## config.mk

```make
export PLATFORM = sky130hd
export DESIGN_NAME = ip_chksum
export DESIGN_NICKNAME = d
export VERILOG_FILES = /design/src/rtl/ip_chksum.sv
export SDC_FILE = /design/constraint.sdc
export NUM_CORES = 1
export LEC_CHECK = 0
export ABC_AREA = 1
export CELL_PAD_IN_SITES_DETAIL_PLACEMENT = 1
export CELL_PAD_IN_SITES_GLOBAL_PLACEMENT = 1
export CORE_ASPECT_RATIO = 1.4
export CORE_MARGIN = 5
export CORE_UTILIZATION = 43
export CTS_CLUSTER_DIAMETER = 150
export DETAILED_ROUTE_END_ITERATION = 16
export PLACE_DENSITY_LB_ADDON = 0.08
export SETUP_SLACK_MARGIN = 0.2
export SLEW_MARGIN = 20
export SYNTH_ARGS = -nofsm -noshare
export SYNTH_HDL_FRONTEND = slang
export SYNTH_SLANG_ARGS = --single-unit
```

## constraint.sdc

```tcl
create_clock -name iDm9000aClk -period 2.67 [get_ports iDm9000aClk]
set_input_delay 0.6675 -clock iDm9000aClk [delete_from_list [all_inputs] [get_ports iDm9000aClk]]
set_output_delay 0.6675 -clock iDm9000aClk [all_outputs]
set_load 0.005 [all_outputs]
```

## src/rtl/ip_chksum.sv

```systemverilog
// Ones-complement checksum engine for the DM9000A header builder: reads a byte run
// from the shared dpram, sums it as big-endian 16-bit words and folds the carries.
module ip_chksum (
    input  logic        iDm9000aClk,
    input  logic        iRst_n,
    input  logic        iRunStart,
    input  logic [15:0] in_len,
    input  logic [9:0]  in_start_addr,
    output logic [9:0]  oAddress,
    input  logic [7:0]  iQ,
    output logic [15:0] oChecksum,
    output logic        oRunEnd
);

    typedef enum logic [2:0] {IDLE, LATCH, READ, DRAIN, FOLD1, FOLD2, DONE} state_t;

    state_t      state_q;
    logic [15:0] len_q;
    logic [9:0]  start_q;
    logic [15:0] idx_q;
    logic [31:0] acc_q;
    logic [7:0]  hi_q;
    logic        rdValid_q;
    logic        rdOdd_q;
    logic [9:0]  addr_q;
    logic [15:0] chk_q;
    logic        runEnd_q;

    logic [31:0] acc_d;
    logic [7:0]  hi_d;
    logic [31:0] fold_d;
    logic [15:0] idxNext;
    logic [9:0]  addrNext;

    // Read data arrives one cycle after its address; even offsets park in hi_q,
    // odd offsets complete a word. A trailing even byte in DRAIN is zero-padded.
    always_comb begin
        acc_d = acc_q;
        hi_d  = hi_q;
        if (rdValid_q) begin
            if (rdOdd_q) begin
                acc_d = acc_q + {16'h0000, hi_q, iQ};
            end else if (state_q == DRAIN) begin
                acc_d = acc_q + {16'h0000, iQ, 8'h00};
            end else begin
                hi_d = iQ;
            end
        end
    end

    assign fold_d   = {16'h0000, acc_q[15:0]} + {16'h0000, acc_q[31:16]};
    assign idxNext  = idx_q + 16'd1;
    assign addrNext = start_q + idxNext[9:0];

    always_ff @(posedge iDm9000aClk) begin
        if (!iRst_n) begin
            state_q   <= IDLE;
            len_q     <= 16'h0000;
            start_q   <= 10'd0;
            idx_q     <= 16'h0000;
            acc_q     <= 32'h0000_0000;
            hi_q      <= 8'h00;
            rdValid_q <= 1'b0;
            rdOdd_q   <= 1'b0;
            addr_q    <= 10'd0;
            chk_q     <= 16'h0000;
            runEnd_q  <= 1'b0;
        end else begin
            rdValid_q <= 1'b0;
            // Dropping the request anywhere but IDLE aborts; this also ends DONE.
            if (state_q != IDLE && !iRunStart) begin
                state_q  <= IDLE;
                addr_q   <= 10'd0;
                runEnd_q <= 1'b0;
            end else begin
                case (state_q)
                    IDLE: begin
                        if (iRunStart && !runEnd_q) begin
                            state_q <= LATCH;
                        end
                    end
                    LATCH: begin
                        len_q   <= in_len;
                        start_q <= in_start_addr;
                        acc_q   <= 32'h0000_0000;
                        idx_q   <= 16'h0000;
                        hi_q    <= 8'h00;
                        if (in_len == 16'h0000) begin
                            state_q <= DRAIN;
                        end else begin
                            state_q <= READ;
                            addr_q  <= in_start_addr;
                        end
                    end
                    READ: begin
                        rdValid_q <= 1'b1;
                        rdOdd_q   <= idx_q[0];
                        acc_q     <= acc_d;
                        hi_q      <= hi_d;
                        idx_q     <= idxNext;
                        if (idx_q == len_q - 16'd1) begin
                            state_q <= DRAIN;
                            addr_q  <= 10'd0;
                        end else begin
                            addr_q  <= addrNext;
                        end
                    end
                    DRAIN: begin
                        acc_q   <= acc_d;
                        hi_q    <= hi_d;
                        state_q <= FOLD1;
                    end
                    FOLD1: begin
                        acc_q   <= fold_d;
                        state_q <= FOLD2;
                    end
                    FOLD2: begin
                        acc_q    <= fold_d;
                        chk_q    <= fold_d[15:0];
                        runEnd_q <= 1'b1;
                        state_q  <= DONE;
                    end
                    DONE: begin
                        state_q <= DONE;
                    end
                    default: begin
                        state_q  <= IDLE;
                        addr_q   <= 10'd0;
                        runEnd_q <= 1'b0;
                    end
                endcase
            end
        end
    end

    assign oAddress  = addr_q;
    assign oChecksum = chk_q;
    assign oRunEnd   = runEnd_q;

endmodule
```

==> results of run 1 <==
==> per-stage QoR <==
stage	cell area, µm²	total power [mW]	util
finish	11300	6.95	0.566
global route	11300	7.28	0.566
CTS	10900	6.85	0.545
detailed placement	10100	4.41	0.506
global placement	10100	4.33	0.506
floorplan	8730	3.62	-
==> power by group <==
| part | total, mW | switching (mW) | internal [mW] | leakage [nW] |
|---|---|---|---|---|
| clock | 2.43 | 0.901 | 1.53 | 0.287 |
| combinational | 2.59 | 1.70 | 0.891 | 3.65 |
| sequential | 1.92 | 0.120 | 1.80 | 0.927 |
==> worst max path at each step <==
stage	end	slack, ns	from
final	oAddress[9]	0.13	idx_q[0]
after global routing	oAddress[9]	0.03	idx_q[1]
after CTS	oAddress[9]	0.14	idx_q[1]
after global placement	acc_q[24]	-0.50	iQ[0]
after floorplan	acc_q[20]	0.26	iQ[0]
after detailed placement	acc_q[30]	-0.51	iQ[0]
==> placed cells by master, fill, tap and decap left out, types with 9 or more instances in the layout <==
master,n
a21oi_1,118
a21oi_2,24
buf_4,75
clkbuf_16,17
clkdlybuf4s50_1,55
dfxtp_1,105
ha_1,39
ha_4,14
inv_1,130
inv_2,15
nand2_1,365
nand2_2,26
nand3_1,80
nand3_2,22
nand3b_1,18
nand4_1,18
nor2_1,85
nor2_2,18
nor3_1,13
o21ai_0,57
o21ai_1,9
o21bai_1,11
xnor2_1,21
xor2_1,16
==> metal layers <==
metal,part of all wire,GRT usage
met3,0.023,0.0395
met2,0.54,0.575
met1,0.35,0.285
met5,0,0
met4,0.082,0.208
==> repair_timing <==
item                                    4_1_cts  5_1_grt
endpoints found under the setup margin       28       34
setup buffers                                 6        6
pin swaps                                     9       26
resized for setup                            32       85
==> flip-flops by register name (all words and copies together) (netlist names) <==
| name | flops |
|---|---|
| oChecksum | 16 |
| rdValid_q | 1 |
| len_q | 16 |
| state_q | 3 |
| start_q | 10 |
| oAddress | 10 |
| idx_q | 16 |
| acc_q | 32 |
| oRunEnd | 1 |
| rdOdd_q | 1 |
| hi_q | 8 |
==> tightest hold or removal path, delay by kind of cell, from the launching register on <==
family	cells	cell delay (ns)
DFF	1	0.30
and+or+nand+nor	1	0.07
AOI/OAI and AO/OA	1	0.05
==> synthesized netlist by cell type, types with 9 or more instances <==
cell,instances
xnor2_1,21
o21bai_1,14
o21ai_0,59
nand4_1,18
xor2_1,23
a21oi_2,13
inv_1,133
nand3_2,19
nand3_1,86
nand2_1,383
a21oi_1,129
buf_2,11
nor2_2,15
nor3_1,15
nand3b_1,18
ha_1,54
nor2_1,89
inv_2,13
nand2_2,9
clkbuf_1,18
dfxtp_1,114
==> cell families (layout without fill, tap and decap cells) <==
logic type / Yosys count / in the layout
simple gates: 675 / 675
compound gates: 258 / 258
buf+inv: 182 / 324
flops: 114 / 114
fa+ha+maj: 58 / 58
xor+xnor: 44 / 44
==> cell type report <==
cell class              instances  area, µm²  area share
multi-input cells            1035       6180       0.548
clock buffers                  21        470      0.0417
repair buffers                146       1310       0.116
inverters                     148        562      0.0498
clock inverters                 9        131      0.0117
flip-flops and latches        114       2310       0.205
well taps                     252        315      0.0280
==> impl_metrics.json, run 1 <==
{
  "diodes": 0,
  "min-delay-start": "oAddress[8]",
  "critPathCaptureType": "flop",
  "synth-simple-area-share": 0.355,
  "cp_max_fo": 3,
  "syn_inst": 1331,
  "hold_depth": 2,
  "dp_cells": 1683,
  "holdWs_ns": 0.466,
  "grt_setup_unrepaired": "true",
  "timing.rr.end": "oAddress[9]",
  "grt_pass1_wl_um": 53900,
  "cts_root_buffer": "clkbuf_16",
  "rr_worst_depth": 15,
  "period_share": 0.953,
  "status": "finished, final reports clean",
  "ys_types": 55,
  "crit_cells": 15,
  "synth_compound_area_frac": 0.170,
  "tritoncts": "built",
  "path_buf_inv": 1,
  "hold_class": "reg -> reg",
  "drive_gt1_frac": 0.191,
  "setup_viol": 0,
  "numCtsBuffers": 17,
  "cp_data_arrival_time_ns": 2.90,
  "synth_area_um2": 8730,
  "yosysWarnings": 0,
  "routedWlPerCell_um": 20.4,
  "grt_max_degree": 40,
  "cp-start-kind": "flop",
  "drt_iter0_drc": 474,
  "wl_um": 35100,
  "yosysTopAreaCellShare": 0.261,
  "cpLargestDelayFamily": "simple AND/OR/NAND/NOR gates",
  "grt_pass1_vias": 10500,
  "ys_top_cells_by_area": "dfxtp_1, nand2_1, ha_1",
  "fillerInstances": 2622,
  "ctsHoldBuffers": 0,
  "clock_latency_ns": 0.43,
  "worst_slew_pin_slew_ns": 0.569,
  "path_cells": "ha_4 -> nand3_4 -> nor3_4 -> xor2_2 -> buf_6 -> ha_4 -> a21oi_2 -> a21boi_2 -> and3_1 -> nand2_1 -> nand2_1 -> nand3_2 -> nand2_2 -> nand2_2 -> a21oi_2",
  "synth_flop_cell": "dfxtp_1",
  "viasPerCell": 5.61,
  "synthXorXnorAreaFrac": 0.0441,
  "gr-total-overflow": 0,
  "async_flop_share": 0,
  "rrSetupSlack_ns": 0.13,
  "required_ns": 3.02,
  "worst_slack_ns": 0.127,
  "yosys-mux-area-fraction": 0,
  "min_to": "oAddress[8]",
  "maxCapViolCount": 0,
  "synth_fa_ha_area_frac": 0.0866,
  "slowest_delay_ns": 0.37,
  "numPortBuffers": 63,
  "post-place-ws_ns": -0.512,
  "area.growth.synth_to_final_pct": 29.1,
  "start_util": 0.438,
  "ys_seq_area_frac": 0.261,
  "dr.pass1.iters": 5,
  "peakVddDrop_mv": 0.489,
  "fin_nets": 1557,
  "powerDensity_nw_per_um2": 616,
  "leakagePower_nw": 4.86,
  "track_usage": 0.299,
  "fin_cells": 1725,
  "clk_pin_slew_ns": 0.06,
  "postSynthAreaPerCell_um2": 6.56,
  "skew_ns": 0.0121,
  "clk_path_buf_depth": 2,
  "period_needed_ns": 2.54,
  "htreeDepth": 4,
  "die_w_um": 130,
  "dp_hpwl_um": 26000,
  "fin_tns_setup_ns": 0,
  "cts.sinks": 114,
  "gp_congestion": 0.977,
  "slew_violations": 0,
  "synth_top_family_by_area": "simple AND/OR/NAND/NOR gates",
  "critical_path_class": "reg -> reg",
  "hold_violations": 0,
  "drc_errors": 0,
  "max_freq_ghz": 0.393,
  "crit_path_top_delay_cell": "dfxtp_4",
  "core_area_um2": 19900,
  "synth_edf_count": 0,
  "antenna_found_initial": 0,
  "antenna_left": 0,
  "synth_top_cell_by_area": "dfxtp_1",
  "relSlewSlack": 0.620,
  "core.rowCount": 61,
  "fp.dieH_um": 179,
  "die-area_um2": 23300,
  "ios": 64,
  "r2r_start": "idx_q[0]",
  "ys_ff_latch": 114,
  "num_vias": 9685,
  "syn-num-nets": 1426
}
Note: power is estimated with default switching activity, not from simulation.
==> run 2, diff against run 1 <==
==> constraint.sdc (replaced) <==
create_clock -name iDm9000aClk -period 2.5 [get_ports iDm9000aClk]
set_input_delay 0.625 -clock iDm9000aClk [delete_from_list [all_inputs] [get_ports iDm9000aClk]]
set_output_delay 0.625 -clock iDm9000aClk [all_outputs]
set_load 0.005 [all_outputs]
==> impl_metrics.json, run 2 (synthesis results as in run 1) <==
{
  "cp-start-kind": "flop",
  "max_freq_ghz": 0.394,
  "slew_violations": 0,
  "worst_slew_pin_slew_ns": 0.554,
  "powerDensity_nw_per_um2": 666,
  "fp.dieH_um": 179,
  "power.internal_mw": 4.81,
  "track_usage": 0.304,
  "diodes": 0,
  "switchingPower_mw": 3.00,
  "seq_power_share": 0.264,
  "largest_register_ffs": 32,
  "critPathLaunch": "idx_q[0]",
  "fin_nets": 1584,
  "tritoncts": "built",
  "die-area_um2": 23300,
  "period_share": 1.02,
  "min-delay-start": "oAddress[2]",
  "cts.sinks": 114,
  "final_cell_mix": "nand2_1, inv_1, a21oi_1",
  "p_sw_frac": 0.384,
  "design_area_um2": 11700,
  "gr-total-overflow": 0,
  "numCtsBuffers": 17,
  "relSlewSlack": 0.630,
  "cts_root_buffer": "clkbuf_16",
  "top_register": "acc_q",
  "clock_latency_ns": 0.44,
  "ios": 64,
  "fillerInstances": 2575,
  "grt_max_degree": 35,
  "dr.pass1.iters": 4,
  "start_util": 0.438,
  "htreeDepth": 4,
  "viasPerCell": 5.69,
  "rrSetupSlack_ns": -0.04,
  "peakVddDrop_mv": 0.528,
  "final_common_cell": "nand2_1",
  "cp_data_arrival_time_ns": 2.89,
  "die_w_um": 130,
  "fin_tns_setup_ns": -0.0643,
  "antenna_found_initial": 0,
  "grt_setup_unrepaired": "true",
  "critPathCaptureType": "flop",
  "r2r_start": "idx_q[0]",
  "worst_slack_ns": -0.0388,
  "drc_errors": 0,
  "numPortBuffers": 63,
  "hold_violations": 0,
  "place_area_um2": 10300,
  "hold_class": "reg -> reg",
  "area.growth.synth_to_final_pct": 34.4,
  "drive_gt1_frac": 0.235,
  "leakagePower_nw": 5.03,
  "drt_iter0_drc": 454,
  "antenna_left": 0,
  "critical_path_class": "reg -> reg",
  "wl_um": 37400,
  "core_area_um2": 19900,
  "clk_pin_slew_ns": 0.06,
  "p_clk_frac": 0.364,
  "dp_hpwl_um": 26100,
  "core.rowCount": 61,
  "setup_viol": 2,
  "period_needed_ns": 2.54,
  "pwr-share-comb": 0.372,
  "required_ns": 2.85,
  "clk_path_buf_depth": 2,
  "violations": "setup timing",
  "num_vias": 9966,
  "grt_pass1_vias": 10500,
  "maxCapViolCount": 0,
  "skew_ns": 0.0109,
  "ctsHoldBuffers": 0,
  "status": "complete, but fails checks",
  "routedWlPerCell_um": 21.3,
  "holdWs_ns": 0.468,
  "grt_pass1_wl_um": 54500,
  "gp_congestion": 0.945,
  "cp_max_fo": 3
}
run 2: cell types whose count changed in the layout (fill, tap and decap cells not counted), moves of 5 or more:
cell / before / now
dfxtp_2: 4 / 11
nand2_2: 26 / 32
nand3_1: 80 / 72
nand3_2: 22 / 29
ha_1: 39 / 31
ha_4: 14 / 19
buf_4: 75 / 103
nand2_1: 365 / 358
run 2: worst max-delay path, stage by stage (launching register included):
cell,delay (ns)
dfxtp_4,0.38
ha_4,0.17
nand3_4,0.11
nor2_2,0.15
xor2_2,0.25
ha_1,0.31
inv_1,0.12
o21bai_2,0.10
a21boi_2,0.18
and3_4,0.20
nand2_2,0.05
nand2_2,0.07
nand3_2,0.08
nand2_2,0.07
nand2_2,0.06
a21oi_2,0.16
run 2: final cells by class:
class,instances,area [µm²],area share
tap,252,315,0.0269
inverter,148,561,0.0478
clock inverter,11,210,0.0179
sequential,114,2300,0.196
timing repair buffer,173,1490,0.127
multi-input combinational,1035,6410,0.546
clock buffer,19,443,0.0378
run 2: power by group through the flow:
stage | registers [mW] | clock network (mW) | logic [mW]
3_5_place_dp | 2.08 | 0 | 2.70
4_1_cts | 2.05 | 2.84 | 2.77
5_1_grt | 2.07 | 2.95 | 3.15
2_1_floorplan | 2.05 | 0 | 1.81
6_report | 2.06 | 2.85 | 2.90
3_3_place_gp | 2.08 | 0 | 2.61
run 2: timing repair:
item | CTS | global route
hold endpoints to repair | 0 | 0
setup endpoints to repair | 34 | 41
buffers inserted | 2 | 13
pin swaps | 13 | 40
resized for setup | 73 | 95
run 2: per-layer routing:
layer  part of all wire  vias to the layer above  track usage
met5                  0                        -            0
met4              0.069                        0        0.173
met3              0.027                      147       0.0419
met2               0.55                      233        0.597
met1               0.35                     4886        0.293
li1                   -                     4700            -
run 2: metrics by stage:
stage               total power, mW  setup WS [ns]  utilization  instances
finish                         7.81        -0.0388        0.589       1752
detailed placement             4.78         -0.638        0.516       1707
global placement               4.69         -0.528        0.516       1707
CTS                            7.66         0.0455        0.566       1739
floorplan                      3.87          0.203            -       1331
global route                   8.17         -0.124        0.589       1752
run 2: final timing paths:
check / depth (start not counted) / end
worst min-delay path: 2 / oAddress[2]
worst max register to register: 15 / oAddress[9]
worst max-delay path: 15 / oAddress[9]
worst min register to register: 2 / oAddress[2]
==> run 3, diff against run 2 <==
--- a/config.mk
+++ b/config.mk
@@ -13,7 +13,7 @@
 export CORE_UTILIZATION = 43
 export CTS_CLUSTER_DIAMETER = 150
 export DETAILED_ROUTE_END_ITERATION = 16
-export PLACE_DENSITY_LB_ADDON = 0.08
+export PLACE_DENSITY = 0.87
 export SETUP_SLACK_MARGIN = 0.2
 export SLEW_MARGIN = 20
 export SYNTH_ARGS = -nofsm -noshare
==> impl_metrics.json, run 3 (synthesis results as in run 1) <==
{
  "status": "complete, but fails checks",
  "violations": "setup timing",
  "top_register": "acc_q",
  "clk_pin_slew_ns": 0.07,
  "routedWlPerCell_um": 29.9,
  "viasPerCell": 6.73,
  "drc_errors": 0,
  "fin_total_pwr_mw": 8.10,
  "slowest_delay_ns": 0.39,
  "area.growth.synth_to_final_pct": 38.2,
  "grt_pass1_vias": 11800,
  "num_vias": 11900,
  "required_ns": 2.86,
  "clock_latency_ns": 0.46,
  "die-area_um2": 23300,
  "period_needed_ns": 2.73,
  "path_buf_inv": 1,
  "numCtsBuffers": 17,
  "hold_class": "reg -> reg",
  "final_cell_mix": "nand2_1, inv_1, buf_4",
  "place_area_um2": 10200,
  "start_util": 0.438,
  "dp_hpwl_um": 25600,
  "worst_slack_ns": -0.226,
  "cp-start-kind": "flop",
  "wl_um": 52600,
  "cts.sinks": 114,
  "period_share": 1.09,
  "critPathCaptureType": "flop",
  "cpMostUsedCell": "nand2_1",
  "core_area_um2": 19900,
  "htreeDepth": 4,
  "antenna_left": 0,
  "ctsHoldBuffers": 0,
  "track_usage": 0.351,
  "crit_path_top_delay_cell": "dfxtp_4",
  "grt_setup_unrepaired": "true",
  "largest_register_ffs": 32,
  "core.rowCount": 61,
  "drt_iter0_drc": 1580,
  "post-place-ws_ns": -0.604,
  "fin_util": 0.606,
  "setup_viol": 15,
  "cts_root_buffer": "clkbuf_16",
  "numPortBuffers": 63,
  "gr-total-overflow": 0,
  "maxCapViolCount": 0,
  "fin_nets": 1593,
  "worst_slew_pin_slew_ns": 0.866,
  "clk_path_buf_depth": 2,
  "skew_ns": 0.0186,
  "ios": 64,
  "slew_violations": 0,
  "cp_data_arrival_time_ns": 3.09,
  "drive_gt1_frac": 0.278,
  "gp_congestion": 0.937,
  "grt_max_degree": 41,
  "grt_pass1_wl_um": 62900,
  "hold_violations": 0,
  "cp_max_fo": 4,
  "fin_tns_setup_ns": -0.957,
  "fp.dieH_um": 179,
  "final_common_cell": "nand2_1",
  "max_freq_ghz": 0.367,
  "critical_path_class": "reg -> reg",
  "relSlewSlack": 0.418,
  "tritoncts": "built",
  "antenna_found_initial": 2,
  "diodes": 0,
  "leakagePower_nw": 5.13,
  "die_w_um": 130,
  "cpLargestDelayFamily": "simple AND/OR/NAND/NOR gates",
  "powerDensity_nw_per_um2": 671,
  "design_area_um2": 12100,
  "peakVddDrop_mv": 0.547,
  "dr.pass1.iters": 5,
  "path_cells": "ha_4 -> buf_4 -> xor2_4 -> ha_4 -> a21o_1 -> o21bai_2 -> nand4_1 -> nand3_1 -> nand2_1 -> nand3_2 -> nand2_1 -> nand2_1 -> a21oi_1"
}
## run 3: through the flow
| stage | hold slack [ns] | instances |
|---|---|---|
| detailed placement | 0.465 | 1697 |
| global route | 0.499 | 1762 |
| global placement | 0.447 | 1697 |
| finish | 0.484 | 1762 |
| CTS | 0.473 | 1741 |
| floorplan | 0.444 | 1331 |
## run 3: worst paths after layout
| check | start | to | slack (ns) | depth (start not counted) |
|---|---|---|---|---|
| hold reg to reg | oChecksum[2] | oChecksum[2] | 0.48 | 2 |
| setup / recovery | idx_q[0] | oAddress[7] | -0.23 | 13 |
| setup reg to reg | idx_q[0] | oAddress[7] | -0.23 | 13 |
| hold / removal | oChecksum[2] | oChecksum[2] | 0.48 | 2 |
## run 3: cell type report
type / instances / area [µm²]
Multi-Input combinational cell: 1035 / 6690
Sequential cell: 114 / 2320
Fill cell: 2484 / 7850
Tap cell: 252 / 315
Clock inverter: 8 / 101
Inverter: 148 / 566
Timing Repair Buffer: 182 / 1580
Clock buffer: 23 / 498
## run 3: report_power, final
| part | switching (mW) | leakage (nW) | internal [mW] | total [mW] |
|---|---|---|---|---|
| clock network | 1.10 | 0.287 | 1.59 | 2.69 |
| logic | 2.27 | 3.91 | 1.06 | 3.33 |
| registers | 0.159 | 0.932 | 1.92 | 2.08 |
| total | 3.53 | 5.13 | 4.57 | 8.10 |
## run 3: what timing repair did
| item | in CTS | in global routing |
|---|---|---|
| pin swaps | 33 | 61 |
| setup endpoints to repair | 34 | 43 |
| buffers inserted | 13 | 21 |
| resized for setup | 97 | 160 |
## run 3: layer usage
| layer | global-route usage | vias up | wire length [µm] |
|---|---|---|---|
| met5 | 0 | - | 32 |
| met4 | 0.320 | 4 | 6180 |
| met3 | 0.0635 | 454 | 4980 |
| met2 | 0.629 | 1003 | 24700 |
| met1 | 0.330 | 5652 | 16800 |
| li1 | - | 4739 | - |
## run 3: worst register-to-register path, delay by kind of cell (launching register included)
kind | cells | cell delay (ns)
AOI/OAI and AO/OA | 3 | 0.64
xor gates and xnor gates | 1 | 0.24
and+or+nand+nor | 6 | 0.73
adders and majority gates | 2 | 0.47
DFF | 1 | 0.39
buffers and inverters | 1 | 0.16
